===== src/rtl/pe_mac_q.sv =====
`default_nettype none
// ============================================================================
// Module  : pe_mac_q
// Brief   : Weight-stationary Q-format MAC processing element (systolic pass-
//           down or local accumulate) with rounding and saturation.
// Rev     : 1.0
// ============================================================================
module pe_mac_q #(
  parameter int DW      = 16,
  parameter int FRAC    = 13,
  parameter int MUL_LAT = 2
) (
  input  logic          I_CLK,
  input  logic          I_RST_N,
  input  logic          I_W_LD,
  input  logic [DW-1:0] I_W,
  input  logic          I_MODE,
  input  logic          I_X_VLD,
  input  logic [DW-1:0] I_X,
  input  logic          I_D_VLD,
  input  logic [DW-1:0] I_D,
  input  logic          I_CLR,
  input  logic          I_DRAIN,
  output logic          O_X_VLD,
  output logic [DW-1:0] O_X,
  output logic          O_OUT_VLD,
  output logic [DW-1:0] O_OUT,
  output logic          O_SAT,
  output logic          O_BUSY
);

  localparam int c_PW = 2 * DW;
  localparam int c_LS = MUL_LAT - 1;
  localparam logic [c_PW-1:0] c_HALF = {{(c_PW-1){1'b0}}, 1'b1} << (FRAC - 1);
  localparam logic [DW-1:0]   c_MAX  = {1'b0, {(DW-1){1'b1}}};
  localparam logic [DW-1:0]   c_MIN  = {1'b1, {(DW-1){1'b0}}};

  logic [DW-1:0]                 r_w;
  logic [MUL_LAT-1:0]            r_v;
  logic [MUL_LAT-1:0]            r_m;
  logic [MUL_LAT-1:0][c_PW-1:0]  r_p;
  logic [MUL_LAT-1:0][DW-1:0]    r_d;
  logic [DW-1:0]                 r_x_fwd;
  logic                          r_x_vld;
  logic [DW-1:0]                 r_acc;
  logic [DW-1:0]                 r_out;
  logic                          r_out_vld;
  logic                          r_sat;
  logic                          r_drain_pend;
  logic                          r_busy;

  logic [MUL_LAT:0]              w_v_ext;
  logic [MUL_LAT:0]              w_m_ext;
  logic [c_PW-1:0]               w_x_ext;
  logic [c_PW-1:0]               w_w_ext;
  logic [c_PW-1:0]               w_prod;
  logic                          w_land;
  logic                          w_land0;
  logic                          w_land1;
  logic signed [c_PW-1:0]        w_rnd;
  logic signed [c_PW-1:0]        w_shf;
  logic                          w_p_ovf;
  logic [DW-1:0]                 w_p_sat;
  logic [DW-1:0]                 w_acc_base;
  logic [DW-1:0]                 w_addend;
  logic [DW:0]                   w_sum;
  logic                          w_s_ovf;
  logic [DW-1:0]                 w_sum_sat;
  logic [DW-1:0]                 w_acc_next;
  logic                          w_drain;
  logic                          w_clamp;

  assign w_v_ext = {r_v, I_X_VLD};
  assign w_m_ext = {r_m, I_MODE};

  // Low 2*DW bits of the sign-extended product equal the signed product.
  assign w_x_ext = {{DW{I_X[DW-1]}}, I_X};
  assign w_w_ext = {{DW{r_w[DW-1]}}, r_w};
  assign w_prod  = w_x_ext * w_w_ext;

  always_ff @(posedge I_CLK or negedge I_RST_N) begin
    if (!I_RST_N) begin
      r_w     <= '0;
      r_v     <= '0;
      r_m     <= '0;
      r_p     <= '0;
      r_d     <= '0;
      r_x_fwd <= '0;
      r_x_vld <= 1'b0;
    end else begin
      if (I_W_LD) r_w <= I_W;
      r_v <= w_v_ext[MUL_LAT-1:0];
      r_m <= w_m_ext[MUL_LAT-1:0];
      if (I_X_VLD) begin
        r_p[0] <= w_prod;
        r_d[0] <= I_D_VLD ? I_D : '0;
      end
      for (int k = 1; k < MUL_LAT; k++) begin
        if (r_v[k-1]) begin
          r_p[k] <= r_p[k-1];
          r_d[k] <= r_d[k-1];
        end
      end
      r_x_vld <= I_X_VLD;
      if (I_X_VLD) r_x_fwd <= I_X;
    end
  end

  assign w_land  = r_v[c_LS];
  assign w_land0 = w_land & ~r_m[c_LS];
  assign w_land1 = w_land &  r_m[c_LS];

  // Half-up rounding, then clamp if the upper DW+1 bits are not a sign run.
  assign w_rnd   = $signed(r_p[c_LS]) + $signed(c_HALF);
  assign w_shf   = w_rnd >>> FRAC;
  assign w_p_ovf = ~((&w_shf[c_PW-1:DW-1]) | ~(|w_shf[c_PW-1:DW-1]));
  assign w_p_sat = w_p_ovf ? (w_shf[c_PW-1] ? c_MIN : c_MAX) : w_shf[DW-1:0];

  // Clear-then-add: a product landing with I_CLR starts a fresh accumulator.
  assign w_acc_base = I_CLR ? '0 : r_acc;
  assign w_addend   = r_m[c_LS] ? w_acc_base : r_d[c_LS];
  assign w_sum      = {w_p_sat[DW-1], w_p_sat} + {w_addend[DW-1], w_addend};
  assign w_s_ovf    = w_sum[DW] ^ w_sum[DW-1];
  assign w_sum_sat  = w_s_ovf ? (w_sum[DW] ? c_MIN : c_MAX) : w_sum[DW-1:0];
  assign w_acc_next = w_land1 ? w_sum_sat : w_acc_base;

  assign w_drain = I_DRAIN | r_drain_pend;
  assign w_clamp = w_land & (w_p_ovf | w_s_ovf);

  always_ff @(posedge I_CLK or negedge I_RST_N) begin
    if (!I_RST_N) begin
      r_acc        <= '0;
      r_out        <= '0;
      r_out_vld    <= 1'b0;
      r_sat        <= 1'b0;
      r_drain_pend <= 1'b0;
      r_busy       <= 1'b0;
    end else begin
      r_busy       <= |w_v_ext[MUL_LAT-1:0];
      r_sat        <= (r_sat & ~I_CLR) | w_clamp;
      // A mode-0 result owns the output port; a colliding drain waits a cycle.
      r_drain_pend <= w_land0 & w_drain;
      r_out_vld    <= w_land0 | w_drain;
      if (w_land0)      r_out <= w_sum_sat;
      else if (w_drain) r_out <= w_acc_next;
      r_acc        <= (w_drain & ~w_land0) ? '0 : w_acc_next;
    end
  end

  assign O_X_VLD   = r_x_vld;
  assign O_X       = r_x_fwd;
  assign O_OUT_VLD = r_out_vld;
  assign O_OUT     = r_out;
  assign O_SAT     = r_sat;
  assign O_BUSY    = r_busy;

endmodule
`default_nettype wire


===== config.mk =====
export PLATFORM = sky130hd
export DESIGN_NAME = pe_mac_q
export DESIGN_NICKNAME = d
export VERILOG_FILES = /design/src/rtl/pe_mac_q.sv
export SDC_FILE = /design/constraint.sdc
export NUM_CORES = 1
export LEC_CHECK = 0
export BUFFER_PORTS_ARGS = -buffer_cell sky130_fd_sc_hd__buf_2
export CAP_MARGIN = 20
export CELL_PAD_IN_SITES_DETAIL_PLACEMENT = 0
export CELL_PAD_IN_SITES_GLOBAL_PLACEMENT = 1
export CORE_MARGIN = 2
export CORE_UTILIZATION = 45
export CTS_CLUSTER_DIAMETER = 50
export DETAILED_ROUTE_END_ITERATION = 7
export PLACE_DENSITY = 0.85
export SYNTH_ARGS = -nofsm -noshare
export SYNTH_HDL_FRONTEND = slang
export SYNTH_SLANG_ARGS = --single-unit

===== constraint.sdc =====
create_clock -name I_CLK -period 9.4 [get_ports I_CLK]
set_input_delay 1.88 -clock I_CLK [delete_from_list [all_inputs] [get_ports I_CLK]]
set_output_delay 1.88 -clock I_CLK [all_outputs]
set_load 0.01 [all_outputs]

==> run metrics <==
RSZ-0062 raised after global routing=no; Compound-Gate Fraction of Synth Area=between 8 and 9%; FF/Latch Area=approximately 0.0036 mm²; main combinational cell family by area after synthesis=adder cells; via count=11.87k; syn_area_per_cell=9.907 µm²; P&R area growth vs syn=8.452%; # Post-CTS Setup Buffers=0; CP bufs+invs=4; outcome=complete, no violations; Synth Area in Simple Gates=around an eighth; DRC Markers=0; period utilization=81.27%; # IOs=92; Worst EP required=9720 ps; chip height=~200 µm; Post-Synth XOR/XNOR Area=2.857%; ys async rst share=100.0%; setup_tns=0 ps; first-pass GRT wire length=between 60000 and 70000 µm; Max Buffers Root-to-Sink=2; Arr. time, crit path=between 7000 and 8000 ps; cell taking the most area after synthesis=fa_1; worst skew pair latency=~450 ps; Overflow after GRT=0; final worst slack=roughly 1800 ps; Synth top cells by count=332 x inv_1, 262 x fa_1, 154 x nand2_1; Ant. Diodes=0; Num CTS Buffers=17; DRT Pass-1 Iters=5; Vias/cell=5.343; most common cell in the netlist=inv_1; Synth Area in Adders=38.76%; post-DR wirelength/cell=approximately 17 µm; post-route ant nets=0; worst stage delay on the critical path=750 ps; Setup Skew=between 15 and 20 ps; Critical Path Source Type=primary input; Critical-path top delay cell=fa_1; max cap viols=0; delay-heaviest family, CP=adder cells; pre-CTS WS=between 1000 and 1500 ps; hpwl dp=around 29000 µm; Max Transition Viols Final=0; Nets=2155; final wirelength=between 30000 and 40000 µm; largest net degree at the start of global routing=81; Tmin final=7639 ps; Worst setup EP type=flop; Tot GR Track Use=a little over a fifth; Post-CTS Hold Buffers=0; final hold vios=0; DRT iter0 DRCs=694; worst slew pin tran=a little under 900 ps; initial antenna violation count=0; CORE AREA=between 0.03 and 0.04 mm²; fillers=3341; clk sink count=around 140; multiplexer area fraction after synthesis=6.169%; Multi-input gate area=roughly 0.012 mm²; H-tree Lvls=4; post-CTS resize count=0; max frequency=around 130 MHz; Crit Path Max Fanout=17; share of the synthesized area in the top cell type=31.27%; Seq/Total Area, Yosys=21.48%; Root Buffer Master=clkbuf_16; fraction of layout cells with a size suffix above 1=between 10% and 20%; Post-synth EDFFs=0; HP Class=flop to flop; CTS clk-pin slew, worst paths=approximately 70 ps; synthesized net count=approximately 2.1k; vias in the first global route=around 13k; CP most frequent cell=fa_1; DIE AREA=between 0.03 and 0.04 mm²; Rel. slew slack=40.11%; starting density of the core=between 40% and 50%; critical path type=primary input to flop; Syn Std Cell Area=0.01677 mm²; Yosys warning count=0; # setup viols final=0; WHS=between 300 and 400 ps; synthesized flop and latch total=~140; GP Congestion=~0.84; IO buf count=slightly above 90; Die X=~200 µm; num rows=70; ys flop type=dfrtp_1; Unique masters post-synth=75; TritonCTS clock tree=built; post-synthesis cell count=1693; ordered list of cells on the worst path=buf_2 -> nand2_1 -> inv_1 -> fa_1 -> fa_1 -> fa_1 -> fa_1 -> fa_1 -> inv_1 -> fa_1 -> inv_1 -> ha_1 -> a211oi_1 -> nor2_1 -> a211oi_1 -> nand4b_2 -> a2111oi_4 -> o31ai_1 -> a211oi_1 -> o2bb2ai_1; ranking of synthesized cells by area=fa_1 31%, dfrtp_1 21%, inv_1 7.4%, ha_1 7.2%, mux2_2 6.1%
## sequential cells by signal, indices dropped and copies added, names as in the netlist, 2 cells and up
name	cells
O_OUT	16
O_X	16
r_acc	16
r_d	32
r_m	2
r_p	40
r_v	2
r_w	16
## layer usage
layer / GRT usage [%] / wire, µm
met3: 2.578 / 1318
met1: 26.88 / 16010
met2: 36.89 / 18650
met5: 0 / 0
met4: 7.045 / 1053
## cells in the final DEF, fill, tap and decap left out, drive strengths merged, types with 3 or more instances in the layout
cell type	count
inv	341
fa	262
nand2	154
dfrtp	144
and2	121
ha	96
buf	96
mux2	91
a21oi	61
o21ai	55
nor2	45
nand3	37
xnor2	35
nor2b	19
xor2	18
clkbuf	17
and3	14
o22ai	13
a211oi	13
a31oi	12
a21o	10
nor3	9
nand2b	8
o21a	8
nand4	7
clkinv	7
o21bai	6
o211ai	5
maj3	5
o31ai	5
nor4	4
a311oi	3
or2	3
## path summary, 6_finish.rpt
kind | cells past startpoint | slack [ps] | from | end
max | 20 | 1760 | I_X[15] | r_p[29]
max in group asynchronous | 2 | 6550 | I_RST_N | O_SAT
min | 0 | 350 | r_m[0] | r_m[1]
max reg2reg | 19 | 2720 | r_w[1] | r_p[29]
min reg2reg | 0 | 350 | r_m[0] | r_m[1]
min in group asynchronous | 1 | 1430 | I_RST_N | r_w[8]
## through the flow
stage	util (%)	std cells	instance area (µm²)
floorplan	-	1693	16770
global placement	47.90	2190	17580
detailed placement	47.90	2190	17580
CTS	49.57	2222	18190
global route	49.57	2222	18190
finish	49.57	2222	18190
## area by class of cell
type	count	share of cell area, %
inverter	334	6.892
multi-input combinational	1148	63.98
clock inverter	15	1.018
tap	468	3.219
sequential	144	19.81
clock buffer	17	2.339
timing repair buffer	96	2.745
## kinds of logic (layout without fill, tap and decap cells)
family | count (synthesis) | count (layout)
AND/OR/NAND/NOR | 426 | 426
AO/OA/AOI/OAI | 214 | 214
multiplexers | 92 | 92
XOR/XNOR | 53 | 53
adder cells (fa/ha/maj) | 363 | 363
buffers and inverters | 401 | 462
flip-flops | 144 | 144
## worst reg2reg max path, delay by kind of cell, from the launching register on
kind | cells | cell delay [ps]
adder cells (fa/ha/maj) | 7 | 3590
buffers and inverters | 3 | 200
flip-flops | 1 | 590
AO/OA/AOI/OAI | 6 | 1560
AND/OR/NAND/NOR | 3 | 610
Power is not shown: default switching activity piles up to over one toggle a cycle in this logic, so the estimate is an artifact.
